--- src/rtl/acc_datapath_pkg.sv ---
// Shared widths, strobe indices and strobe-decode helpers for the accumulator datapath.
// Pure definitions: no latency, no backpressure.
package acc_datapath_pkg;

    localparam int DATA_W      = 8;
    localparam int PRESC_W     = 8;
    localparam int OPS_W       = 4;
    localparam int NUM_STROBES = 6;

    localparam int S0_IDX = 0;
    localparam int S1_IDX = 1;
    localparam int S2_IDX = 2;
    localparam int S3_IDX = 3;
    localparam int S4_IDX = 4;
    localparam int S5_IDX = 5;

    typedef enum logic [2:0] {
        OP_NONE,
        OP_INIT,
        OP_LOAD,
        OP_ADD,
        OP_COMMIT,
        OP_PUBLISH,
        OP_CLOSE
    } op_e;

    // Lowest strobe index wins, so S0 (init) can always pull the datapath back.
    function automatic op_e pick_op(input logic [NUM_STROBES-1:0] s);
        op_e op;
        op = OP_NONE;
        if      (s[S0_IDX]) op = OP_INIT;
        else if (s[S1_IDX]) op = OP_LOAD;
        else if (s[S2_IDX]) op = OP_ADD;
        else if (s[S3_IDX]) op = OP_COMMIT;
        else if (s[S4_IDX]) op = OP_PUBLISH;
        else if (s[S5_IDX]) op = OP_CLOSE;
        return op;
    endfunction

    function automatic logic multi_hot(input logic [NUM_STROBES-1:0] s);
        return (s & (s - NUM_STROBES'(1))) != '0;
    endfunction

endpackage

--- src/rtl/acc_datapath_tick_prescaler.sv ---
// Free-running prescaler: registered one-cycle OVERFLOW every PERIOD+1 cycles.
// Latency: tick registered one cycle after CNT >= PERIOD; no backpressure, never stalls.
module tick_prescaler
    import acc_datapath_pkg::*;
(
    input  logic               CLK,
    input  logic               RESET,
    input  logic [PRESC_W-1:0] PERIOD,
    output logic               OVERFLOW
);

    logic [PRESC_W-1:0] cnt_q, cnt_d;
    logic               ovf_q, ovf_d;

    // >= rather than == so a PERIOD lowered below CNT ticks at once instead of wrapping.
    always_comb begin
        ovf_d = (cnt_q >= PERIOD);
        cnt_d = ovf_d ? '0 : cnt_q + PRESC_W'(1);
    end

    always_ff @(posedge CLK or posedge RESET) begin
        if (RESET) begin
            cnt_q <= '0;
            ovf_q <= 1'b0;
        end else begin
            cnt_q <= cnt_d;
            ovf_q <= ovf_d;
        end
    end

    assign OVERFLOW = ovf_q;

endmodule

--- src/rtl/acc_datapath.sv ---
// Accumulator datapath driven by one-hot controller strobes S0..S5, plus prescaler tick.
// Latency: every strobe acts at the next edge (S1->DOUT is 4 cycles); no backpressure.
module acc_datapath
    import acc_datapath_pkg::*;
(
    input  logic               CLK,
    input  logic               RESET,
    input  logic               S0,
    input  logic               S1,
    input  logic               S2,
    input  logic               S3,
    input  logic               S4,
    input  logic               S5,
    input  logic               CLR,
    input  logic [DATA_W-1:0]  DIN,
    input  logic [PRESC_W-1:0] PERIOD,
    output logic               OVERFLOW,
    output logic [DATA_W-1:0]  ACC,
    output logic [DATA_W-1:0]  DOUT,
    output logic               CARRY,
    output logic               DONE,
    output logic [OPS_W-1:0]   OPS,
    output logic               STROBE_ERR
);

    logic [NUM_STROBES-1:0] strobes;
    op_e                    op;
    logic [DATA_W:0]        sum;

    logic [DATA_W-1:0] acc_q, acc_d;
    logic [DATA_W-1:0] b_q, b_d;
    logic [DATA_W-1:0] t_q, t_d;
    logic              c_q, c_d;
    logic              carry_q, carry_d;
    logic [DATA_W-1:0] dout_q, dout_d;
    logic [OPS_W-1:0]  ops_q, ops_d;
    logic              done_q, done_d;
    logic              serr_q, serr_d;

    tick_prescaler u_presc (
        .CLK      (CLK),
        .RESET    (RESET),
        .PERIOD   (PERIOD),
        .OVERFLOW (OVERFLOW)
    );

    assign strobes = {S5, S4, S3, S2, S1, S0};
    assign op      = pick_op(strobes);
    assign sum     = {1'b0, acc_q} + {1'b0, b_q};

    always_comb begin
        acc_d   = acc_q;
        b_d     = b_q;
        t_d     = t_q;
        c_d     = c_q;
        carry_d = carry_q;
        dout_d  = dout_q;
        ops_d   = ops_q;
        done_d  = 1'b0;
        // A multi-hot cycle that includes S0 still flags the error.
        serr_d  = multi_hot(strobes) | (serr_q & ~S0);

        case (op)
            OP_INIT: begin
                acc_d   = '0;
                b_d     = '0;
                t_d     = '0;
                c_d     = 1'b0;
                carry_d = 1'b0;
                dout_d  = '0;
                ops_d   = '0;
            end
            OP_LOAD:    b_d = DIN;
            OP_ADD:     {c_d, t_d} = sum;
            OP_COMMIT: begin
                acc_d   = t_q;
                carry_d = carry_q | c_q;
            end
            OP_PUBLISH: begin
                dout_d = acc_q;
                done_d = 1'b1;
            end
            OP_CLOSE: begin
                if (CLR) begin
                    acc_d   = '0;
                    carry_d = 1'b0;
                end
                if (ops_q != '1) ops_d = ops_q + OPS_W'(1);
            end
            default: ;
        endcase
    end

    always_ff @(posedge CLK or posedge RESET) begin
        if (RESET) begin
            acc_q   <= '0;
            b_q     <= '0;
            t_q     <= '0;
            c_q     <= 1'b0;
            carry_q <= 1'b0;
            dout_q  <= '0;
            ops_q   <= '0;
            done_q  <= 1'b0;
            serr_q  <= 1'b0;
        end else begin
            acc_q   <= acc_d;
            b_q     <= b_d;
            t_q     <= t_d;
            c_q     <= c_d;
            carry_q <= carry_d;
            dout_q  <= dout_d;
            ops_q   <= ops_d;
            done_q  <= done_d;
            serr_q  <= serr_d;
        end
    end

    assign ACC        = acc_q;
    assign DOUT       = dout_q;
    assign CARRY      = carry_q;
    assign DONE       = done_q;
    assign OPS        = ops_q;
    assign STROBE_ERR = serr_q;

endmodule
--- config.mk ---
export PLATFORM = sky130hd
export DESIGN_NAME = acc_datapath
export DESIGN_NICKNAME = d
export VERILOG_FILES = /design/src/rtl/acc_datapath_pkg.sv /design/src/rtl/acc_datapath_tick_prescaler.sv /design/src/rtl/acc_datapath.sv
export SDC_FILE = /design/constraint.sdc
export NUM_CORES = 1
export LEC_CHECK = 0
export CORE_ASPECT_RATIO = 1.4
export CORE_MARGIN = 1
export CORE_UTILIZATION = 45
export CTS_CLUSTER_SIZE = 12
export DETAILED_ROUTE_END_ITERATION = 10
export HOLD_SLACK_MARGIN = 0.12
export PLACE_DENSITY_LB_ADDON = 0.2
export SLEW_MARGIN = 5
export SYNTH_ARGS = -nofsm -noshare
export SYNTH_HDL_FRONTEND = slang
export SYNTH_SLANG_ARGS = --single-unit
export TNS_END_PERCENT = 20
--- constraint.sdc ---
create_clock -name CLK -period 2.2 [get_ports CLK]
set_clock_uncertainty 0.2 [all_clocks]
set_input_delay 0.33 -clock CLK [delete_from_list [all_inputs] [get_ports CLK]]
set_output_delay 0.33 -clock CLK [all_outputs]
set_load 0.005 [all_outputs]
-- Word-level counts from Yosys, hierarchy flattened
Cells that the tools add are included.
- add/sub/neg operators: 4
- magnitude comparators: 1
- equal/unequal tests: 9
- mux-type cells: 18
- bitwise operators: 5
- reduce and logical (&&, ||, !) cells: 8
- operator list (operator ; count):
    $pmux 8 s2 ; 3
    $pmux 8 s3 ; 1
    $mux 3 ; 6
    $mux 8 ; 2
    $add 8x8->9 ; 1
    $eq 3x3->1 const B ; 3
    $add 8x1->8 const B ; 1
    $ge 8x8->1 ; 1
    $pmux 4 s2 ; 1
    $reduce_bool 2->1 ; 4
    $and 6x6->6 ; 1
    $eq 3x2->1 const B ; 2
    $reduce_bool 6->1 ; 1
    $sub 6x1->6 const B ; 1
    $add 4x1->4 const B ; 1
    $mux 4 ; 1
    $ne 2x2->1 const B ; 2
    $ne 4x4->1 const B ; 1
    $reduce_and 2->1 ; 2
    $eq 3x1->1 const B ; 1
    $pmux 1 s3 ; 1
    $reduce_bool 3->1 ; 1
    $mux 1 ; 2
    $or 1x1->1 ; 2
    other kinds (3) ; 3
- bits in registers: 49
- input port bits: 25
- output and inout bits: 24
- logic and storage cells: 56

-- Depth between registers and ports, before layout
- depth in word-level cells: 9
- mapped depth: 6
- gate-level depth less buffers: 6

-- Hierarchy
Synthesis repeated with hierarchy kept, for this count alone.
- cells, all modules: 239
- area total of the unflattened synthesis: 2622.5 µm²
- modules (own cells, without submodules) (module ; instances ; cells an instance ; area an instance (µm²) ; sequential area each (µm²)):
    acc_datapath ; 1 ; 183 ; 2038.2 ; 1001.0
    tick_prescaler ; 1 ; 56 ; 584.3 ; 225.2

-- Worst setup path after synthesis
Ideal clock, no wire load.
- path type: register -> register
- start: reg acc_q[6], in the netlist ACC[6]
- end: reg t_q[7]
- setup time: 0.095 ns
- arrival time: 1.725 ns
- required time: 1.905 ns
- slack: 0.179 ns
- stages on the path, launching flop included: 7
- buffers on the path: 1
- period minus slack after synthesis: 2.021 ns
- cells stage by stage: dfrtp_1 -> ha_1 -> buf_2 -> a2111o_1 -> a21o_1 -> and3_1 -> o31ai_1
- cells in the longest elaborated chain, start to end: 2
- RTL lines (what ; RTL line ; text):
    start: declaration ; acc_datapath.sv:30 ; logic [DATA_W-1:0] acc_q, acc_d;
    start signal: assignment ; acc_datapath.sv:96 ; acc_q <= '0;
    start signal: assignment ; acc_datapath.sv:106 ; acc_q <= acc_d;
    $add 8x8->9 ; acc_datapath.sv:49 ; assign sum = {1'b0, acc_q} + {1'b0, b_q};
    $pmux 8 s2 ; acc_datapath.sv:63 ; case (op)
    end signal: assignment ; acc_datapath.sv:108 ; t_q <= t_d;
    end: declaration ; acc_datapath.sv:32 ; logic [DATA_W-1:0] t_q, t_d;
Every way passes these cells.
A chain may end at the register's enable or synchronous reset.

-- Final worst setup path
- start: reg acc_q[0], in the netlist ACC[0]
- end: reg t_q[6]
Same word-level chain as after synthesis.

==> metrics <==
status completed; filler instances 497; vias in the first global route 2136; CTS tree yes; Synth Cell Area 0.00267 sq mm; number of setup buffers added after CTS 0; Initial DRT Pass Iterations 4; fmax 479 MHz; post-synthesis mux area share 4.93%; min Tclk post-route 2.09 ns; fin cells 393; Clock transition at path regs 0.10 ns; Seq cells post-synth 49; Hold WC Path Type primary input to async pin; Comb power frac 22.6%; Pwr Density 598 mW/mm^2; Synth Area in XOR/XNOR 2.96%; placed cells 385; commonest non-fill, non-tap cell in the layout dfrtp_1; vias per cell 5.37; first-pass GRT wire length 9360 microns; critical path class register to register; Total GRT Usage 19.6%; final wirelength 5590 microns; antenna-violating nets left 0; Arr. time, crit path 2.06 ns; Most used DFF post-synth dfrtp_1; Max-slew headroom 57.6%; Sw Share 30.7%; largest net degree at the start of global routing 50; Synth Area in Compound Gates 16.0%; P&R area growth vs syn 29.7%; H-tree depth 2; Die ar. 0.00624 sq mm; leading area contributor after synthesis dfrtp_1; Synth area leaders dfrtp_1 (46%), ha_1 (8.4%), mux2i_1 (4.5%), nand2_1 (3.8%), a21oi_1 (3.4%); Hold Vio Cnt, Final 0; DRC 0; CP required 2.17 ns; reg2reg path depth 6; Synth top area share 46.0%; Switch Pwr 0.000635 W; Mapped Cells 257; GP Congestion 0.810; MaxCap Viol Count 0; WL/cell 14.2 microns; Clock Latency Late Sink 0.30 ns; Finish-stage setup viols 0; Post-Syn Nets 301; leak pwr 1.64 nW; Post-synth EDFFs 0; Nets 368; DRT iter0 DRCs 24; initial antenna violation count 0; total number of vias 2109; startpoint types register; core footprint 0.00561 sq mm; Clock Tree Buf Depth 2; FF-to-FF End t_q[6]$_DFFE_PP0P_; Max VDD drop 0.327 mV; R2R setup slack 0.11 ns; Ys Warns 0; grt ovf 0; Pint 0.00143 W; asr flop ratio synth 100%; Die Wd 67.1 microns; chip height 93.1 microns; Power, Total 0.00207 W; Post-Synth Simple-Gate Area 16.3%; Adder-Cell Fraction of Synth Area 9.57%; unrepaired setup endpoints after global routing no; part of the power in registers 51.4%; Mean Syn Cell Area 10.4 sq um; CTS Sinks 49; ratio of final minimum period to clock period 94.9%; row cnt 32; worst slew pin tran 0.635 ns; Slew Limit Fails 0; Port Buf Inserts 48; Setup TNS 0 ns; Starting Density 47.6%; CTS Root Cell clkbuf_8; sequential fraction of the synthesis area 46.0%; share of cells above drive strength 1 12.6%; Reg2Reg Launch Point ACC[0]$_DFFE_PP0P_; Synth cell types 46; Worst setup EP type register; Final HPWL DP 4320 microns; n_diodes 0; I/O pin total 49; largest family of logic cells by synthesized area simple AND/OR/NAND/NOR gates; leading cell types in the layout, fill and taps excluded dfrtp_1 (49), clkdlybuf4s50_1 (48), nand2_1 (27); worst-path fanout max 3; number of buffers created by CTS 5; clock group share of total power 26.0%
-- final cells by class --
class,count,area (sq um),share of cell area (%)
Sequential cell,49,1230,35.5
Inverter,13,48.8,1.41
Clock buffer,5,68.8,1.99
Clock inverter,3,25.0,0.724
Multi-Input combinational cell,185,1330,38.6
Timing Repair Buffer,70,671,19.4
Tap cell,68,85.1,2.46
-- power groups by stage --
stage          Clock [W]  Combinational (W)  Sequential (W)
2_1_floorplan          0           0.000321         0.00106
3_3_place_gp           0           0.000459         0.00108
3_5_place_dp           0           0.000473         0.00108
4_1_cts         0.000558           0.000477         0.00106
5_1_grt         0.000593           0.000543         0.00107
6_report        0.000538           0.000467         0.00106
-- per-stage QoR --
stage	instance area [sq um]	setup WS (ns)	hold slack, ns	util, %
after floorplan	2670	0.179	0.221	-
after global placement	3360	-0.0855	0.283	59.9
after detailed placement	3360	-0.149	0.294	59.9
after CTS	3450	0.0324	0.187	61.6
after global routing	3460	0.0119	0.213	61.7
final	3460	0.112	0.185	61.7
-- worst max-delay path by stage --
stage | startpoint | end | slack (ns) | cells after the start
CTS | b_q[0]$_DFFE_PP0P_ | t_q[6]$_DFFE_PP0P_ | 0.03 | 6
global route | u_presc.cnt_q[0]$_DFF_PP0_ | u_presc.cnt_q[3]$_DFF_PP0_ | 0.01 | 6
finish | ACC[0]$_DFFE_PP0P_ | t_q[6]$_DFFE_PP0P_ | 0.11 | 6
floorplan | ACC[6]$_DFFE_PP0P_ | t_q[7]$_DFFE_PP0P_ | 0.18 | 6
detailed placement | S1 | ACC[4]$_DFFE_PP0P_ | -0.15 | 5
global placement | S1 | ACC[1]$_DFFE_PP0P_ | -0.09 | 5
-- Yosys cell counts, types with 2 or more instances --
cell type	number
nor4b_2	2
nor4_1	2
nand2_1	27
inv_1	12
nor2_1	15
a211oi_1	11
dfrtp_1	49
xnor2_1	3
o21a_1	2
buf_6	2
xor2_1	6
nor3_1	3
a22o_1	8
nor3b_1	4
ha_1	18
nor2b_1	2
o21ai_0	6
a21o_1	4
clkbuf_1	2
nand3_1	13
buf_2	5
a21oi_1	18
mux2i_1	12
and3_1	4
a31oi_1	2
o31ai_1	5
-- cell families after synthesis --
logic type      Yosys count
simple gates             81
compound gates           62
flops                    49
buf+inv                  23
fa+ha+maj                20
mux                      13
xor+xnor                  9
-- critical path, cell delays in order (launching register included) --
cell       delay (ns)
dfrtp_1          0.39
ha_1             0.25
fa_1             0.42
a21oi_1          0.23
o31ai_2          0.13
mux2i_1          0.20
o2111ai_2        0.13
-- routing by layer --
metal | wire length [microns] | GRT usage (%)
met1 | 2380 | 23.3
met2 | 2970 | 35.8
met3 | 152 | 1.95
met4 | 82 | 6.38
met5 | 0 | 0
-- registers in the layout, indices dropped and copies added, names as in the netlist --
register / flops
u_presc.OVERFLOW: 1
DONE: 1
STROBE_ERR: 1
u_presc.cnt_q: 8
c_q: 1
CARRY: 1
b_q: 8
DOUT: 8
OPS: 4
t_q: 8
ACC: 8
-- what timing repair did --
action / 4_1_cts / 5_1_grt
endpoints found under the setup margin: 0 / 1
gates resized for setup: 0 / 1
hold buffers: 0 / 0
hold endpoints to repair: 0 / 0
(Power assumes the default switching activity.)
